`src/rtl/uart_rx_ctrl_if.sv`:
```
// uart_rx_ctrl_if
//   Consumer-side handshake bundle of the UART receive controller.
//   master : the receiver (drives data/valid/done/err/overrun, reads ack)
//   slave  : the consumer (reads the frame outputs, drives ack)
//   Signals:
//     data    - last good frame, LSB received first
//     valid   - data holds an unconsumed frame
//     done    - one-cycle pulse, good frame captured
//     err     - one-cycle pulse, framing error (stop bit low)
//     overrun - sticky, a good frame landed while valid was still set
//     ack     - consumer has taken data; clears valid and overrun
interface uart_rx_ctrl_if #(
  parameter int DATA_W = 8
);
  logic [DATA_W-1:0] data;
  logic              valid;
  logic              done;
  logic              err;
  logic              overrun;
  logic              ack;

  modport master (
    output data, valid, done, err, overrun,
    input  ack
  );

  modport slave (
    input  data, valid, done, err, overrun,
    output ack
  );
endinterface

```
`src/rtl/uart_rx_ctrl.sv`:
```
// uart_rx_ctrl
//   Frame controller for a UART receiver. A start-bit falling edge (fall)
//   arms a bit-period counter that samples the synchronized line (in) at
//   the middle of the start bit, every data bit (LSB first) and the stop
//   bit. Good frames are captured into data/valid with a done pulse; a low
//   stop bit produces an err pulse instead.
//   Ports:
//     clk    - single clock, rising edge
//     nReset - asynchronous, active-low reset
//     in     - synchronized serial line level, idle high
//     fall   - one-cycle falling-edge pulse of in
//     rate   - clock cycles per bit (frames start only when rate >= 2)
//     busy   - high whenever the controller is not idle
//     rx_if  - consumer handshake (data, valid, done, err, overrun, ack)
module uart_rx_ctrl #(
  parameter int DATA_W = 8,
  parameter int RATE_W = 16
) (
  input  logic              clk,
  input  logic              nReset,
  input  logic              in,
  input  logic              fall,
  input  logic [RATE_W-1:0] rate,
  output logic              busy,
  uart_rx_ctrl_if.master    rx_if
);

  localparam int                IDX_W    = (DATA_W > 1) ? $clog2(DATA_W) : 1;
  localparam logic [IDX_W-1:0]  LAST_IDX = IDX_W'(DATA_W - 1);

  typedef enum logic [1:0] {
    IDLE,
    START,
    DATA,
    STOP
  } state_e;

  state_e              state_q, state_d;
  logic [RATE_W-1:0]   cnt_q, cnt_d;
  logic [RATE_W-1:0]   rate_q, rate_d;
  logic [IDX_W-1:0]    idx_q, idx_d;
  logic [DATA_W-1:0]   shift_q, shift_d;
  logic [DATA_W-1:0]   data_q, data_d;
  logic                valid_q, valid_d;
  logic                done_q, done_d;
  logic                err_q, err_d;
  logic                overrun_q, overrun_d;
  logic                busy_q, busy_d;

  // Next-state and output logic. The rate is latched at the start edge so
  // a mid-frame change of the rate input cannot disturb the frame. The
  // first count is half a period so every sample lands mid-bit.
  always_comb begin
    state_d   = state_q;
    cnt_d     = cnt_q;
    rate_d    = rate_q;
    idx_d     = idx_q;
    shift_d   = shift_q;
    data_d    = data_q;
    valid_d   = valid_q;
    done_d    = 1'b0;
    err_d     = 1'b0;
    overrun_d = overrun_q;

    // Consumer acknowledge; a capture in the same cycle overrides below.
    if (rx_if.ack && valid_q) begin
      valid_d   = 1'b0;
      overrun_d = 1'b0;
    end

    unique case (state_q)
      IDLE: begin
        if (fall && (rate >= RATE_W'(2))) begin
          rate_d  = rate;
          cnt_d   = (rate >> 1) - RATE_W'(1);
          state_d = START;
        end
      end

      START: begin
        if (cnt_q != '0) begin
          cnt_d = cnt_q - RATE_W'(1);
        end else if (!in) begin
          state_d = DATA;
          cnt_d   = rate_q - RATE_W'(1);
          idx_d   = '0;
        end else begin
          // Line already back high at mid start bit: treat as a glitch.
          state_d = IDLE;
        end
      end

      DATA: begin
        if (cnt_q != '0) begin
          cnt_d = cnt_q - RATE_W'(1);
        end else begin
          shift_d[idx_q] = in;
          cnt_d          = rate_q - RATE_W'(1);
          if (idx_q == LAST_IDX) begin
            state_d = STOP;
          end else begin
            idx_d = idx_q + IDX_W'(1);
          end
        end
      end

      STOP: begin
        if (cnt_q != '0) begin
          cnt_d = cnt_q - RATE_W'(1);
        end else begin
          state_d = IDLE;
          if (in) begin
            data_d    = shift_q;
            done_d    = 1'b1;
            valid_d   = 1'b1;
            // Overrun only when the old frame was not taken this cycle.
            overrun_d = overrun_q | (valid_q & ~rx_if.ack);
          end else begin
            err_d = 1'b1;
          end
        end
      end

      default: state_d = IDLE;
    endcase

    busy_d = (state_d != IDLE);
  end

  // State and registered outputs; reset abandons any frame silently.
  always_ff @(posedge clk or negedge nReset) begin
    if (!nReset) begin
      state_q   <= IDLE;
      cnt_q     <= '0;
      rate_q    <= '0;
      idx_q     <= '0;
      shift_q   <= '0;
      data_q    <= '0;
      valid_q   <= 1'b0;
      done_q    <= 1'b0;
      err_q     <= 1'b0;
      overrun_q <= 1'b0;
      busy_q    <= 1'b0;
    end else begin
      state_q   <= state_d;
      cnt_q     <= cnt_d;
      rate_q    <= rate_d;
      idx_q     <= idx_d;
      shift_q   <= shift_d;
      data_q    <= data_d;
      valid_q   <= valid_d;
      done_q    <= done_d;
      err_q     <= err_d;
      overrun_q <= overrun_d;
      busy_q    <= busy_d;
    end
  end

  assign rx_if.data    = data_q;
  assign rx_if.valid   = valid_q;
  assign rx_if.done    = done_q;
  assign rx_if.err     = err_q;
  assign rx_if.overrun = overrun_q;
  assign busy          = busy_q;

endmodule

```
`src/flat_wrapper.sv`:
```
// flat-port wrapper written by rule: the top's interface ports become plain ports
module uart_rx_ctrl_flat 
#(
  parameter int DATA_W = 8,
  parameter int RATE_W = 16
)
  (clk, nReset, in, fall, rate, busy, rx_if_data, rx_if_valid, rx_if_done, rx_if_err, rx_if_overrun, rx_if_ack);
  uart_rx_ctrl_if #(.DATA_W(DATA_W)) rx_if_i ();
  input  logic clk;
  input  logic nReset;
  input  logic in;
  input  logic fall;
  input  logic [RATE_W-1:0] rate;
  output logic busy;
  output wire logic [$bits(rx_if_i.data)-1:0] rx_if_data;
  output wire logic [$bits(rx_if_i.valid)-1:0] rx_if_valid;
  output wire logic [$bits(rx_if_i.done)-1:0] rx_if_done;
  output wire logic [$bits(rx_if_i.err)-1:0] rx_if_err;
  output wire logic [$bits(rx_if_i.overrun)-1:0] rx_if_overrun;
  input wire logic [$bits(rx_if_i.ack)-1:0] rx_if_ack;
  assign rx_if_data = rx_if_i.data;
  assign rx_if_valid = rx_if_i.valid;
  assign rx_if_done = rx_if_i.done;
  assign rx_if_err = rx_if_i.err;
  assign rx_if_overrun = rx_if_i.overrun;
  assign rx_if_i.ack = rx_if_ack;
  uart_rx_ctrl #(.DATA_W(DATA_W), .RATE_W(RATE_W)) u_core (.clk(clk), .nReset(nReset), .in(in), .fall(fall), .rate(rate), .busy(busy), .rx_if(rx_if_i));
endmodule
```
`config.mk`:
```
export PLATFORM = sky130hd
export DESIGN_NAME = uart_rx_ctrl_flat
export DESIGN_NICKNAME = d
export VERILOG_FILES = /design/src/rtl/uart_rx_ctrl_if.sv /design/src/rtl/uart_rx_ctrl.sv /design/src/flat_wrapper.sv
export SDC_FILE = /design/constraint.sdc
export NUM_CORES = 1
export LEC_CHECK = 0
export CAP_MARGIN = 30
export CORE_ASPECT_RATIO = 1.75
export CORE_MARGIN = 5
export CORE_UTILIZATION = 40
export DETAILED_ROUTE_END_ITERATION = 10
export DONT_BUFFER_PORTS = 1
export GPL_TIMING_DRIVEN = 0
export PLACE_DENSITY = 0.64
export SYNTH_ARGS = -nofsm -noshare
export SYNTH_HDL_FRONTEND = slang
export SYNTH_SLANG_ARGS = --single-unit
```
`constraint.sdc`:
```
create_clock -name clk -period 2.9 [get_ports clk]
set_input_delay 0.29 -clock clk [delete_from_list [all_inputs] [get_ports clk]]
set_output_delay 0.29 -clock clk [all_outputs]
set_load 0.03 [all_outputs]
```
# == Word level (Yosys, flattened, before mapping) ==
# Cells that the tools add are included.
# word_totals
in_bits,21
word_cells,80
reg_bits,58
# classes
n_mux,35
bitwise_logic,4
n_eq_ne,11
addsub,4
reduce_logical,12
order_cmp,3
# op_table
cell,n
16-bit two-way mux,5
16-bit case mux with 4 select lines,1
16-bit by 1-bit subtractor with 16-bit output (second input constant),2
16-bit by 2-bit greater-or-equal comparator with 1-bit output (second input constant),1
16-bit nonzero test,1
15-bit by 1-bit subtractor with 16-bit output (second input constant),1
1-bit two-way mux,15
2-bit two-way mux,6
3-bit two-way mux,4
8-bit bitwise mux,1
2-bit != test (second input constant),4
2-bit case mux with 4 select lines,1
3-bit case mux with 2 select lines,1
3-bit AND reduction,2
5-bit AND reduction,1
2-bit == test (second input constant),2
3-bit by 4-bit < comparator with 1-bit output (second input constant),1
2-bit by 1-bit != test with 1-bit output (second input constant),2
2-bit AND reduction,2
2-bit nonzero test,2
3-bit by 1-bit adder with 3-bit output (second input constant),1
1-bit demux with 3-bit select,1
3-bit == test (second input constant),1
3-bit by 1-bit greater-or-equal comparator with 1-bit output (second input constant),1
7 further kinds,10

# == Longest topological paths before layout ==
# logic_depth
depth_word,6
depth_mapped,9

# == Worst setup path before layout ==
# Ideal clock, no wire load.
# synth_timing
kind,reg-to-reg
from,reg u_core.cnt_q[0]
to,reg u_core.shift_q[1]
stages_incl_launch_ff,9
setup_slack_ps,522
setup_ps,125
n_path_buf,0
synth_period_minus_slack_ps,2378
arrival_ps,2253
path_cell_list,dfrtp_1 > inv_1 > ha_1 > or4b_4 > or2_1 > nor2_2 > nand3_1 > nor3_1 > mux2_2
# synth_between
elab_chain_cells,3
# synth_lines
item,line,source
start: declaration,uart_rx_ctrl.sv:39,"logic [RATE_W-1:0] cnt_q, cnt_d;"
start signal: assignment,uart_rx_ctrl.sv:146,cnt_q <= cnt_d;
16-bit nonzero test,uart_rx_ctrl.sv:94,if (cnt_q != '0) begin
1-bit inverter (no line),-,
2-bit AND reduction (no line),-,
end signal: assignment,uart_rx_ctrl.sv:149,shift_q <= shift_d;
end: declaration,uart_rx_ctrl.sv:42,"logic [DATA_W-1:0] shift_q, shift_d;"
# No other way between the ends.
# A chain may end at the register's enable or synchronous reset.

# == Final worst setup path ==
# layout_timing
from,reg u_core.cnt_q[0]
to,reg u_core.shift_q[0]
# The elaborated chain is that of the path after synthesis.

==> flow_summary.json <==
{
  "status": "finished clean",
  "ys.flop_type": "dfrtp_1",
  "yosysWarnings": 0,
  "async_reset_ff_share_pct": 100.0,
  "dr.pass1.iters": 4,
  "synth_seq_cells": 58,
  "synth_cells": 421,
  "syn_area_sq_um": 3827,
  "clk_pin_slew_ps": 50,
  "cts_buffer_depth": 2,
  "grt_pass1_wl_um": 17040,
  "seq_area_frac_synth_pct": 37.92,
  "drive_gt1_share_pct": 13.24,
  "setup_viol": 0,
  "wl_per_cell_um": 18.66,
  "dp.cells": 543,
  "finalClockSkew_ps": 4.757,
  "synth-edff-count": 0,
  "slew_headroom_pct": 41.17,
  "power_frac_seq_pct": 38.7,
  "num-nets-final": 466,
  "worstSetupPathType": "flop to flop",
  "fp.dieW_um": 83.95,
  "die_h_um": 139.4,
  "antenna_found_initial": 0,
  "rsz0062_at_grt": "no",
  "multiInputGateArea_sq_um": 2242,
  "p_sw_uw": 699.0,
  "syn-num-nets": 453,
  "comb_power_share_pct": 19.4,
  "hold_class": "primary input to flop",
  "top_usage_layer": "met2",
  "use_met3_pct": 4.435,
  "fmax_mhz": 360.7,
  "syn_area_per_cell_sq_um": 9.091,
  "place_congestion": 0.9295,
  "worstSkewPairLatency_ps": 330,
  "layout.cells.non_filler": 560,
  "grt_overflow": 0,
  "vias": 3262,
  "setup_tns_ps": 0,
  "antenna_left": 0,
  "root_buffer": "clkbuf_16",
  "start_util_pct": 40.68,
  "cts_tree": "done",
  "crit_fanout": 7,
  "track_usage_pct": 18.56,
  "use_met2_pct": 34.75,
  "min_period_ps": 2773,
  "tightest_slew_ps": 880.6,
  "regArea_sq_um": 1451,
  "placementRows": 47,
  "netlist.area_leader.share_pct": 37.92,
  "drtIter0Drc": 150,
  "endpoint_kind": "flop",
  "critPathLaunchType": "flop",
  "power.leakage_nw": 1.789,
  "synth_top_area_cell": "dfrtp_1",
  "mostFrequentLayoutCells": "nand2_1 (59), dfrtp_1 (58), o21ai_0 (29)",
  "vias_per_cell": 5.825,
  "grt_max_degree": 59,
  "cp.required_ps": 3110,
  "clock_sinks": 58,
  "slew_viol_final": 0,
  "synth_area_leaders": "dfrtp_1 (38%), nand2_1 (5.8%), mux2_2 (5.0%), xor2_1 (4.1%), o21ai_0 (3.8%)",
  "cap_violations": 0,
  "fin_crit_sh_pct": 95.61,
  "dieArea_sq_um": 11700,
  "switching_share_pct": 28.36,
  "drcViolationCount": 0,
  "critical_path_arrival_ps": 2980,
  "ios": 34,
  "wl_um": 10450,
  "numPortBuffers": 0,
  "power_density_nw_per_um2": 569.8,
  "num-fill-cells": 929,
  "core_sq_um": 9409,
  "ys_types": 60,
  "cts_buffers": 9,
  "total_power_mw": 2.465,
  "final_common_cell": "nand2_1",
  "hpwl_um": 8011,
  "use_met1_pct": 16.86,
  "grt_pass1_vias": 3509,
  "irDropWorstVdd_mv": 0.3214,
  "power_frac_clock_pct": 42.0,
  "intPower_mw": 1.766,
  "htreeDepth": 3,
  "hold_violations": 0,
  "syn2layout_area_growth_pct": 13.01,
  "antenna_cells": 0
}
## metal layers
metal	wire (um)	share of wire, %
met5	0	0
met4	646	6.2
met1	3585	34
met3	536	5.1
met2	5679	54
## registers in the layout (all words and copies together), names as in the netlist
signal / cells
u_core.rate_q: 16
u_core.busy: 1
u_core.shift_q: 8
u_core.rx_if.err: 1
u_core.rx_if.done: 1
u_core.rx_if.data: 8
u_core.state_q: 2
u_core.rx_if.overrun: 1
u_core.rx_if.valid: 1
u_core.cnt_q: 16
u_core.idx_q: 3
## cells in the mapped netlist, types with 3 or more instances
cell	instances
xor2_1	18
nor3b_1	3
dfrtp_1	58
nand4_1	5
ha_1	11
or3_1	5
inv_1	11
nor4_1	11
and3_1	3
o31ai_1	15
nand3_1	11
buf_6	3
nor4_2	3
a21oi_1	13
o211ai_1	4
nand2_1	59
or4_1	4
or2_2	5
nand4b_1	3
nor3_1	16
o22ai_1	5
o211a_1	3
mux2_2	17
nand2b_1	3
a22o_1	3
a21o_1	3
nor2_1	22
clkbuf_1	14
nand3b_1	3
a31oi_1	3
xnor2_1	15
o21ai_0	29
## power groups by stage
stage          sequential [mW]  clock (mW)  combinational, mW
3_3_place_gp             0.962           0              0.428
3_5_place_dp             0.963           0              0.434
6_report                 0.953        1.03              0.477
4_1_cts                  0.950        1.06              0.462
5_1_grt                  0.961        1.10              0.528
2_1_floorplan            0.943           0              0.364
## cell families after synthesis
family                   Yosys count  share of synthesized area, %
buffers and inverters             33                         4.053
multiplexers                      19                         5.525
XOR/XNOR                          33                         7.552
AO/OA/AOI/OAI                    102                         18.86
AND/OR/NAND/NOR                  165                         22.49
adder cells (fa/ha/maj)           11                         3.596
flip-flops                        58                         37.92
## cell type report
type | count | share of cell area (%)
plain buffers | 20 | 2.459
clock buffers | 12 | 5.699
clock inverters | 3 | 0.9257
inverters | 13 | 1.128
multi-input cells | 330 | 51.84
flip-flops and latches | 58 | 33.56
well taps | 122 | 3.529
repair buffers | 2 | 0.8678
## worst paths after layout
kind | from | to | slack [ps] | cells after the start
min in group asynchronous | nReset | u_core.rate_q[14] | 460 | 2
min reg2reg | u_core.shift_q[1] | u_core.rx_if.data[1] | 470 | 2
min | in | u_core.rx_if.err | 40 | 1
max in group asynchronous | nReset | u_core.idx_q[0] | 2140 | 2
max | u_core.cnt_q[0] | u_core.shift_q[0] | 130 | 8
max reg2reg | u_core.cnt_q[0] | u_core.shift_q[0] | 130 | 8
## per-stage QoR
step                setup WS, ps  hold slack, ps  cell area, sq um  utilization (%)
floorplan                  521.7          -5.591              3827                -
global placement           28.25          -2.845              3980            42.30
detailed placement        -16.54          -2.890              3980            42.30
CTS                        62.37           30.54              4307            45.77
global route               4.490           31.40              4325            45.97
finish                     127.3           39.82              4325            45.97
## critical path: stages (launching register included)
cell,delay [ps]
dfrtp_1,420
inv_1,120
ha_1,210
or4b_4,520
or2_1,320
nor2_4,210
nand3b_1,230
nor3_1,260
mux2_2,360
## repair_timing
item | in CTS | in global routing
resized for setup | 1 | 3
endpoints found under the hold margin | 58 | 0
endpoints found under the setup margin | 1 | 2
hold buffers | 2 | 0
buffers inserted | 0 | 0
Power figures use the tool's default switching activity.
